**config.mk**
```make
export PLATFORM = sky130hd
export DESIGN_NAME = xafifo_wr_arbiter_flat
export DESIGN_NICKNAME = d
export VERILOG_FILES = /design/src/rtl/xafifo_wr_arbiter_if.sv /design/src/rtl/xafifo_wr_arbiter.sv /design/src/flat_wrapper.sv
export SDC_FILE = /design/constraint.sdc
export NUM_CORES = 1
export LEC_CHECK = 0
export CORE_MARGIN = 2
export CORE_UTILIZATION = 35
export CTS_CLUSTER_DIAMETER = 30
export DETAILED_ROUTE_END_ITERATION = 10
export GPL_TIMING_DRIVEN = 0
export PLACE_DENSITY_LB_ADDON = 0.3
export SLEW_MARGIN = 40
export SYNTH_ARGS = -nofsm -noshare
export SYNTH_HDL_FRONTEND = slang
export SYNTH_SLANG_ARGS = --single-unit
```
**constraint.sdc**
```tcl
create_clock -name clk -period 2.41 [get_ports clk]
set_input_delay 0.6025 -clock clk [delete_from_list [all_inputs] [get_ports clk]]
set_output_delay 0.6025 -clock clk [all_outputs]
set_load 0.01 [all_outputs]
```
**src/rtl/xafifo_wr_arbiter_if.sv**
```systemverilog
// Requester/FIFO-side bundle for the XAFifo write-port arbiter.
// master: the arbiter; slave: the requesters and FIFO it connects to.
interface xafifo_wr_arbiter_if #(
  parameter int N  = 4,
  parameter int DW = 8
);
  localparam int OW = $clog2(N);

  logic [N-1:0]    req_vld;
  logic [N-1:0]    req_last;
  logic [N*DW-1:0] req_data;
  logic [N-1:0]    req_rdy;
  logic [OW-1:0]   owner;
  logic            busy;
  logic            fifo_we;
  logic [DW-1:0]   fifo_din;
  logic            fifo_full_n;

  modport master (
    input  req_vld, req_last, req_data, fifo_full_n,
    output req_rdy, owner, busy, fifo_we, fifo_din
  );

  modport slave (
    output req_vld, req_last, req_data, fifo_full_n,
    input  req_rdy, owner, busy, fifo_we, fifo_din
  );
endinterface

```
**src/rtl/xafifo_wr_arbiter.sv**
```systemverilog
// Round-robin arbiter sharing the XAFifo write port among N requesters.
// Define XAFIFO_ARB_PKT_LOCK_EN to hold the grant until a packet's last beat.
module xafifo_wr_arbiter #(
  parameter int N  = 4,
  parameter int DW = 8
) (
  input  logic                  clk,
  input  logic                  rstn,
  xafifo_wr_arbiter_if.master   bus
);
  localparam int OW = $clog2(N);

  typedef enum logic {IDLE = 1'b0, BUSY = 1'b1} state_e;

  state_e        state_q, state_d;
  logic [OW-1:0] rr_ptr_q, rr_ptr_d;
  logic [OW-1:0] owner_q, owner_d;

  logic [OW-1:0] scanIdx;
  logic [OW-1:0] pickIdx;
  logic          pickFound;
  logic          fifoWe;
  logic [N-1:0]  reqRdy;
  logic          lastBeat;

  // Explicit wrap so N need not be a power of two.
  function automatic logic [OW-1:0] modInc(input logic [OW-1:0] v);
    if (v == OW'(N - 1)) return '0;
    else                 return v + 1'b1;
  endfunction

`ifdef XAFIFO_ARB_PKT_LOCK_EN
  assign lastBeat = bus.req_last[owner_q];
`else
  logic unusedLast;
  assign lastBeat   = 1'b1;
  assign unusedLast = ^bus.req_last;
`endif

  always_comb begin
    scanIdx   = rr_ptr_q;
    pickIdx   = rr_ptr_q;
    pickFound = 1'b0;
    for (int k = 0; k < N; k++) begin
      if (!pickFound && bus.req_vld[scanIdx]) begin
        pickFound = 1'b1;
        pickIdx   = scanIdx;
      end
      scanIdx = modInc(scanIdx);
    end
  end

  always_comb begin
    state_d  = state_q;
    rr_ptr_d = rr_ptr_q;
    owner_d  = owner_q;
    fifoWe   = 1'b0;
    reqRdy   = '0;
    case (state_q)
      IDLE: begin
        if (pickFound) begin
          owner_d = pickIdx;
          state_d = BUSY;
        end
      end
      BUSY: begin
        if (bus.fifo_full_n) reqRdy = {{(N-1){1'b0}}, 1'b1} << owner_q;
        fifoWe = bus.req_vld[owner_q] & bus.fifo_full_n;
        if (fifoWe && lastBeat) begin
          state_d  = IDLE;
          rr_ptr_d = modInc(owner_q);
        end
      end
    endcase
  end

  always_ff @(posedge clk or negedge rstn) begin
    if (!rstn) begin
      state_q  <= IDLE;
      rr_ptr_q <= '0;
      owner_q  <= '0;
    end else begin
      state_q  <= state_d;
      rr_ptr_q <= rr_ptr_d;
      owner_q  <= owner_d;
    end
  end

  assign bus.busy     = (state_q == BUSY);
  assign bus.owner    = owner_q;
  assign bus.fifo_we  = fifoWe;
  assign bus.req_rdy  = reqRdy;
  assign bus.fifo_din = bus.req_data[owner_q*DW +: DW];
endmodule

```
**src/flat_wrapper.sv**
```systemverilog
// flat-port wrapper written by rule: the top's interface ports become plain ports
module xafifo_wr_arbiter_flat 
#(
  parameter int N  = 4,
  parameter int DW = 8
)
  (clk, rstn, bus_req_vld, bus_req_last, bus_req_data, bus_fifo_full_n, bus_req_rdy, bus_owner, bus_busy, bus_fifo_we, bus_fifo_din);
  xafifo_wr_arbiter_if #(.N(N), .DW(DW)) bus_i ();
  input  logic clk;
  input  logic rstn;
  input wire logic [$bits(bus_i.req_vld)-1:0] bus_req_vld;
  input wire logic [$bits(bus_i.req_last)-1:0] bus_req_last;
  input wire logic [$bits(bus_i.req_data)-1:0] bus_req_data;
  input wire logic [$bits(bus_i.fifo_full_n)-1:0] bus_fifo_full_n;
  output wire logic [$bits(bus_i.req_rdy)-1:0] bus_req_rdy;
  output wire logic [$bits(bus_i.owner)-1:0] bus_owner;
  output wire logic [$bits(bus_i.busy)-1:0] bus_busy;
  output wire logic [$bits(bus_i.fifo_we)-1:0] bus_fifo_we;
  output wire logic [$bits(bus_i.fifo_din)-1:0] bus_fifo_din;
  assign bus_i.req_vld = bus_req_vld;
  assign bus_i.req_last = bus_req_last;
  assign bus_i.req_data = bus_req_data;
  assign bus_i.fifo_full_n = bus_fifo_full_n;
  assign bus_req_rdy = bus_i.req_rdy;
  assign bus_owner = bus_i.owner;
  assign bus_busy = bus_i.busy;
  assign bus_fifo_we = bus_i.fifo_we;
  assign bus_fifo_din = bus_i.fifo_din;
  xafifo_wr_arbiter #(.N(N), .DW(DW)) u_core (.clk(clk), .rstn(rstn), .bus(bus_i));
endmodule
```
# [Yosys cells after proc, flatten, opt, wreduce, memory -nomap -nowiden]
# Index checks and enable logic that the tools add are counted.
[totals] word_cells=55 in_bits=43 reg_bits=5 output_inout_bits=16
[op_classes] shift=2 n_eq_ne=4 n_bitwise=2 mux=27 n_addsub=4 n_reduce_logical=8 n_lt_le_gt_ge=5
[op_table] cell="32-bit by 6-bit indexed part select with 8-bit output" count=1
[op_table] cell="2-bit by 3-bit less-than comparator with 1-bit output (second input constant)" count=5
[op_table] cell="2-bit 2-to-1 mux" count=7
[op_table] cell="1-bit 2-to-1 mux" count=12
[op_table] cell="1-bit binary-select mux with 2-bit select" count=5
[op_table] cell="2-bit by 1-bit adder with 2-bit output (second input constant)" count=4
[op_table] cell="2-bit equality test (second input constant)" count=4
[op_table] cell="4-bit 2-to-1 mux" count=2
[op_table] cell="2-bit AND reduction" count=2
[op_table] cell="1-bit by 2-bit << shifter with 4-bit output (first input constant)" count=1
[op_table] cell="1-bit logical AND" count=3
[op_table] cell="1-bit logical NOT" count=3
[op_table] cell="1-bit case mux with 2 select lines" count=1
[op_table] cell="1-bit bitwise AND" count=1
[op_table] cell="1-bit inverter" count=1

# [Logic depth before layout (Yosys ltp)]
# Gate-level depths: netlist (run 1).
[logic_depth] word_depth=14 depth_mapped=7 ltp_nobuf=6

# [Worst setup path after synthesis (run 1)]
# Ideal clock, no wire load.
[synth_timing] kind="input-to-output" start="in bus_req_vld[2]" end="out bus_fifo_we" required_time_ns=1.808 path_buffers=1 stages=4 arrival_time_ns=1.439 setup_slack_ns=0.369 cell_sequence="buf_2 mux4_2 nand3_1 inv_1"
[synth_via] elab_chain_cells=4
[synth_rtl] item="start: declaration" line="flat_wrapper.sv:11" source="input wire logic [$bits(bus_i.req_vld)-1:0] bus_req_vld;"
[synth_rtl] item="1-bit binary-select mux with 2-bit select" line="xafifo_wr_arbiter.sv:68" source="fifoWe = bus.req_vld[owner_q] & bus.fifo_full_n;"
[synth_rtl] item="1-bit 2-to-1 mux (implied by the code)" line="xafifo_wr_arbiter.sv:68"
[synth_rtl] item="1-bit bitwise AND" line="xafifo_wr_arbiter.sv:68"
[synth_rtl] item="1-bit 2-to-1 mux" line="xafifo_wr_arbiter.sv:59" source="case (state_q)"
[synth_rtl] item="end: declaration" line="flat_wrapper.sv:18" source="output wire logic [$bits(bus_i.fifo_we)-1:0] bus_fifo_we;"
# No other way between the ends. The select of a mux whose other input is x is not followed.

# [Worst setup path after layout (run 1)]
[layout_timing] start="in bus_req_data[23]" end="out bus_fifo_din[7]"
[layout_via] elab_chain_cells=1
[layout_rtl] item="start: declaration" line="flat_wrapper.sv:13" source="input wire logic [$bits(bus_i.req_data)-1:0] bus_req_data;"
[layout_rtl] item="32-bit by 6-bit indexed part select with 8-bit output" line="xafifo_wr_arbiter.sv:93" source="assign bus.fifo_din = bus.req_data[owner_q*DW +: DW];"
[layout_rtl] item="end: declaration" line="flat_wrapper.sv:19" source="output wire logic [$bits(bus_i.fifo_din)-1:0] bus_fifo_din;"
# No other way between the ends.

==> run summary, run 1 <==
Critical Path AT: 1780 ps
Vias/cell: 5.57
Area Overhead vs Synth: 75.8%
outcome: finished, final reports clean
clock root cell: clkbuf_4
clk_lat worst skew: 240 ps
WP data required: 1810 ps
hold_buf cts: 0
clk_skew: 1.28 ps
DR WL/cell: 16.5 um
CTS H-tree depth: 1
met1 wire length: 1.03 mm
IO Port Bufs: 53
fin nets: 197
Slew @ Worst Pin: 533 ps
initial DRC count: 27
slowest stage cell, crit path: mux4_2
syn avg cell area: 9.51 um2
register area share after synthesis: 0.149
clock period minus worst slack: 2380 ps
chip height: 52.9 um
Antenna Nets Post-Route: 0
delay-heaviest family, CP: buffers and inverters
Slew Limit Headroom: 0.640
vias: 980
Final Cycle Share: 0.988
CP max FO: 1
FP Rows: 17
total power: 0.00146 W
Setup-failing EPs final: 0
Pwr Density: 994 nW/um2
Leak Pwr: 0.667 nW
top cells by area, synth: mux4_2 (27%), dfrtp_1 (15%), ha_1 (7.5%)
Finished Cell Area: 1470 um2
Startpoint Class: primary input
Peak Freq: 0.420 GHz
Multi-input gate area: 656 um2
Max-cap violations: 0
Ports: 59
setup TNS: 0 ps
# diodes: 0
Worst Setup Path Type: in2out
synthesized net count: 136
largest net degree at the start of global routing: 11
top sig layer: met4
first-pass GRT wire length: 4.31 mm
fill cell count: 184
Cell Area, Synth: 837 um2
FF/Latch Area: 128 um2
TritonCTS clock tree: done
initial core utilization: 0.375
synth warn: 0
routability cong.: 0.880
vias in the first global route: 962
peak supply drop: 0.663 mV
CTS buffer count: 3
Reg clk slew, reported paths: 40 ps
Synth Instances: 88
RSZ-0062 raised after global routing: false
clk buf depth: 2
DIE WIDTH: 52.9 um
Core Box Area: 2230 um2
hold crit path type: in2async
wire length on met3: 137 um
Total GRT Usage: 0.208
cell taking the most area after synthesis: mux4_2
Detailed Route WL: 2.91 mm
final hold vios: 0
Yosys top cell area share: 0.269
distinct cell type count after synthesis: 36
initial antenna violation count: 0
Yosys reg bits: 5
GR Overflow Total: 0
HPWL reported at the end of detailed placement: 2.24 mm
Slew Viols, Final: 0
CP Cell Sequence: clkdlybuf4s50_1 -> mux4_2 -> dlygate4sd2_1
crit end category: output pin
met2 wire len: 1.66 mm
DRC errors left: 0
share of layout cells above drive strength 1: 0.209
DIE AREA: 2800 um2
CP peak stage delay: 460 ps
DR pass1 iterations: 4
CTS Sinks: 5
worst path bufs/invs: 2
Placement Cell Area: 1400 um2
[sequential cells by signal, indices dropped and copies added, names as in the netlist]
name	cells
u_core.rr_ptr_q	2
u_core.bus.busy	1
u_core.bus.owner	2
[cell usage after synthesis]
| cell | n |
|---|---|
| buf_2 | 4 |
| clkbuf_1 | 1 |
| buf_6 | 1 |
| nor4b_2 | 1 |
| nand2b_1 | 1 |
| mux2i_1 | 1 |
| a31oi_1 | 2 |
| or2_1 | 1 |
| a221oi_1 | 1 |
| a311oi_1 | 1 |
| nand3_1 | 1 |
| o21a_1 | 1 |
| a311o_1 | 1 |
| nor3_1 | 2 |
| nor2b_1 | 1 |
| a21oi_2 | 1 |
| ha_1 | 5 |
| o21ai_0 | 4 |
| a2111oi_4 | 1 |
| nor4bb_1 | 1 |
| nand2_1 | 9 |
| o31ai_2 | 1 |
| o31ai_1 | 1 |
| a31o_1 | 1 |
| a211o_1 | 1 |
| a21oi_1 | 5 |
| a211oi_1 | 1 |
| o211ai_1 | 1 |
| o22ai_1 | 1 |
| mux4_2 | 10 |
| or4_1 | 1 |
| mux2_2 | 1 |
| dfrtp_1 | 5 |
| nor2_1 | 6 |
| inv_1 | 7 |
| and3_1 | 5 |
[power by group]
part	switching (W)	leakage, nW	internal, W
Clock	0.0000343	0.0150	0.0000626
Combinational	0.000561	0.596	0.000611
Sequential	0.0000653	0.0563	0.000128
[repair_timing]
item / 4_1_cts / 5_1_grt
setup endpoints to repair: 13 / 6
setup buffers: 0 / 3
resized for setup: 25 / 6
[layout make-up]
class / count / share of cell area
Timing Repair Buffer: 56 / 0.369
Sequential cell: 5 / 0.0867
Inverter: 7 / 0.0179
Clock buffer: 4 / 0.0179
Buffer: 6 / 0.0391
Multi-Input combinational cell: 70 / 0.446
Tap cell: 28 / 0.0238
[layer usage]
metal,global-route usage,vias to the layer above
li1,-,463
met1,0.239,473
met2,0.379,36
met3,0.0282,8
met4,0.0897,0
met5,0,-
[worst paths after layout]
kind	depth (start not counted)	slack [ps]	to	from
worst min-delay path	1	600	u_core.bus.owner[1]$_DFFE_PN0P_	rstn
worst max register to register	7	170	u_core.bus.owner[0]$_DFFE_PN0P_	u_core.rr_ptr_q[1]$_DFFE_PN0P_
worst min register to register	2	620	u_core.rr_ptr_q[1]$_DFFE_PN0P_	u_core.rr_ptr_q[1]$_DFFE_PN0P_
max in group asynchronous	1	1580	u_core.bus.owner[0]$_DFFE_PN0P_	rstn
worst max-delay path	3	30	bus_fifo_din[7]	bus_req_data[23]
min in group clk	2	620	u_core.rr_ptr_q[1]$_DFFE_PN0P_	u_core.rr_ptr_q[1]$_DFFE_PN0P_
[per-stage QoR]
stage                     instances  setup slack (ps)  hold slack (ps)  utilization
final                           176              29.8              599        0.659
after global routing            176              6.34              606        0.659
after CTS                       173              3.30              595        0.644
after detailed placement        169              -598              604        0.628
after global placement          169              -586              600        0.628
after floorplan                  88               369              307            -
[layout by cell type (no fill, tap or decap), types with 2 or more instances in the layout]
master,count
nor3_1,2
nand2_1,9
a21oi_1,5
o21ai_0,4
buf_6,3
inv_1,7
buf_2,3
nor2_1,6
dfrtp_2,2
dlygate4sd2_1,10
dfrtp_1,3
and3_1,5
a31oi_1,2
dlymetal6s2s_1,3
clkdlybuf4s50_1,37
clkdlybuf4s15_1,2
buf_4,3
mux4_2,10
clkbuf_4,3
ha_1,5
[kinds of logic after synthesis]
family	synth area share
AOI/OAI and AO/OA	0.224
adders and majority gates	0.0747
buffers and inverters	0.0732
DFF	0.149
muxes	0.294
and+or+nand+nor	0.184
Power figures use the tool's default switching activity.
==> run 2, diff against run 1 <==
==> constraint.sdc (replaced) <==
create_clock -name clk -period 2.5 [get_ports clk]
set_input_delay 0.625 -clock clk [delete_from_list [all_inputs] [get_ports clk]]
set_output_delay 0.625 -clock clk [all_outputs]
set_load 0.01 [all_outputs]
==> run 2 against run 1 <==
Against the previous run:
- sequential cell count did not move
- hold slack improved by 16 ps
- clock skew rose by 1.5 ps
- first-iteration DRC count fell by 11%
- sequential share of layout area rose by 0.13 points
- clock-buffer cell count did not move
- via count fell by 2.2%
- critical endpoint is now bus_fifo_we
- highest routed layer unchanged
==> run summary, run 2 (synthesis results as in run 1) <==
DIE AREA: 2800 um2 (unchanged)
Slew Limit Headroom: 0.647 (was 0.640)
clock root cell: clkbuf_4 (unchanged)
Antenna Nets Post-Route: 0 (unchanged)
GR Overflow Total: 0 (unchanged)
leading cell type in the layout, fill and taps excluded: clkdlybuf4s50_1 (unchanged)
delay-heaviest family, CP: buffers and inverters (unchanged)
crit end category: output pin (unchanged)
Worst Setup Path Type: in2out (unchanged)
Finished Cell Area: 1450 um2 (was 1470 um2)
Reg clk slew, reported paths: 40 ps (about the same)
share of layout cells above drive strength 1: 0.199 (was 0.209)
Slew @ Worst Pin: 522 ps (was 533 ps)
FF/Latch Area: 128 um2 (unchanged)
DIE WIDTH: 52.9 um (unchanged)
worst path bufs/invs: 4 (was 2)
Peak Freq: 0.410 GHz
Final Cycle Share: 0.975
Vias/cell: 5.51 (was 5.57)
Core Box Area: 2230 um2 (unchanged)
Pwr Density: 973 nW/um2 (was 994 nW/um2)
DRC errors left: 0 (unchanged)
CP Cell Sequence: dlygate4sd2_1 -> buf_6 -> mux4_2 -> nand3_2 -> inv_1 -> buf_2 (was clkdlybuf4s50_1 -> mux4_2 -> dlygate4sd2_1)
Detailed Route WL: 2.79 mm (was 2.91 mm)
Total GRT Usage: 0.211 (was 0.208)
outcome: finished, final reports clean (unchanged)
CP max FO: 10 (was 1)
vias: 958 (was 980)
clk_skew: 2.76 ps (was 1.28 ps)
initial antenna violation count: 0 (unchanged)
Max-cap violations: 0 (unchanged)
initial DRC count: 24 (was 27)
CTS H-tree depth: 1 (unchanged)
slowest stage cell, crit path: mux4_2 (unchanged)
most frequent cells in the layout: clkdlybuf4s50_1 (38), dlygate4sd2_1 (12), mux4_2 (10) (was clkdlybuf4s50_1 (37), mux4_2 (10), dlygate4sd2_1 (10))
Ports: 59 (unchanged)
clk buf depth: 2 (unchanged)
minimum hold slack: 615 ps (was 599 ps)
RSZ-0062 raised after global routing: false (unchanged)
final hold vios: 0 (unchanged)
fill cell count: 193 (was 184)
clock period minus worst slack: 2440 ps
# diodes: 0 (unchanged)
Placement Cell Area: 1400 um2 (unchanged)
Multi-input gate area: 656 um2 (unchanged)
clk_lat worst skew: 250 ps (was 240 ps)
largest net degree at the start of global routing: 11 (unchanged)
hold_buf cts: 0 (unchanged)
fin nets: 195 (was 197)
CP peak stage delay: 460 ps (about the same)
Leak Pwr: 0.636 nW (was 0.667 nW)
final core occ: 0.649 (was 0.659)
Setup-failing EPs final: 0 (unchanged)
HPWL reported at the end of detailed placement: 2.24 mm (unchanged)
hold crit path type: in2async (unchanged)
CTS buffer count: 3 (unchanged)
Critical Path AT: 1810 ps (was 1780 ps)
vias in the first global route: 965 (was 962)
routability cong.: 0.880 (unchanged)
first-pass GRT wire length: 4.31 mm (about the same)
Startpoint Class: primary input (unchanged)
DR pass1 iterations: 4 (unchanged)
IO Port Bufs: 53 (unchanged)
initial core utilization: 0.375 (unchanged)
TritonCTS clock tree: done (unchanged)
chip height: 52.9 um (unchanged)
DR WL/cell: 16.1 um (was 16.5 um)
CTS Sinks: 5 (unchanged)
WP data required: 1880 ps (was 1810 ps)
Slew Viols, Final: 0 (unchanged)
peak supply drop: 0.641 mV (was 0.663 mV)
FP Rows: 17 (unchanged)
Area Overhead vs Synth: 73.1% (was 75.8%)
[run 2: cell count changes in the layout (fill, tap and decap cells not counted)]
cell,change
buf_4,-1
buf_8,+1
dlymetal6s2s_1,-1
buf_6,-1
clkdlybuf4s50_1,+1
dlygate4sd2_1,+2
clkbuf_8,-1
clkdlybuf4s15_1,-2
[run 2: cell type report]
type,count,area share
sequential,5,0.0881
timing repair buffer,54,0.361
multi-input combinational,70,0.453
clock buffer,4,0.0181
buffer,6,0.0380
inverter,7,0.0181
tap,28,0.0242
[run 2: report_power, final]
part           internal (W)  switching (W)   total, W  leakage, nW
sequential         0.000123      0.0000560   0.000179       0.0563
clock             0.0000605      0.0000359  0.0000964       0.0150
combinational      0.000590       0.000544    0.00113        0.565
[run 2: worst paths after layout]
| path | startpoint | slack (ps) | depth (start not counted) | end |
|---|---|---|---|---|
| min | rstn | 620 | 1 | u_core.bus.owner[1]$_DFFE_PN0P_ |
| min in group clk | u_core.rr_ptr_q[1]$_DFFE_PN0P_ | 620 | 2 | u_core.rr_ptr_q[1]$_DFFE_PN0P_ |
| max reg2reg | u_core.rr_ptr_q[1]$_DFFE_PN0P_ | 320 | 7 | u_core.bus.owner[0]$_DFFE_PN0P_ |
| max | bus_req_vld[2] | 60 | 6 | bus_fifo_we |
| min reg2reg | u_core.rr_ptr_q[1]$_DFFE_PN0P_ | 620 | 2 | u_core.rr_ptr_q[1]$_DFFE_PN0P_ |
| max in group asynchronous | rstn | 1660 | 1 | u_core.bus.owner[0]$_DFFE_PN0P_ |
[run 2: metrics by stage]
step / setup TNS [ps] / setup WS [ps] / power [W] / cells
floorplan: 0 / 414 / 0.000909 / 88
global placement: -1250 / -541 / 0.00129 / 169
finish: 0 / 62.6 / 0.00141 / 174
CTS: 0 / 0.671 / 0.00139 / 173
detailed placement: -1470 / -553 / 0.00133 / 169
global route: 0 / 22.2 / 0.00154 / 174
[run 2: repair_timing]
item,CTS,global route
endpoints found under the setup margin,12,3
setup buffers,0,1
pin swaps,0,0
resized for setup,23,6
[run 2: layer usage]
| layer | vias to the layer above | track usage | wire length [um] | share of wire |
|---|---|---|---|---|
| li1 | 459 | - | - | - |
| met1 | 449 | 0.241 | 989 | 0.35 |
| met2 | 40 | 0.375 | 1540 | 0.55 |
| met3 | 10 | 0.0367 | 164 | 0.059 |
| met4 | 0 | 0.103 | 95 | 0.034 |
| met5 | - | 0 | 0 | 0 |
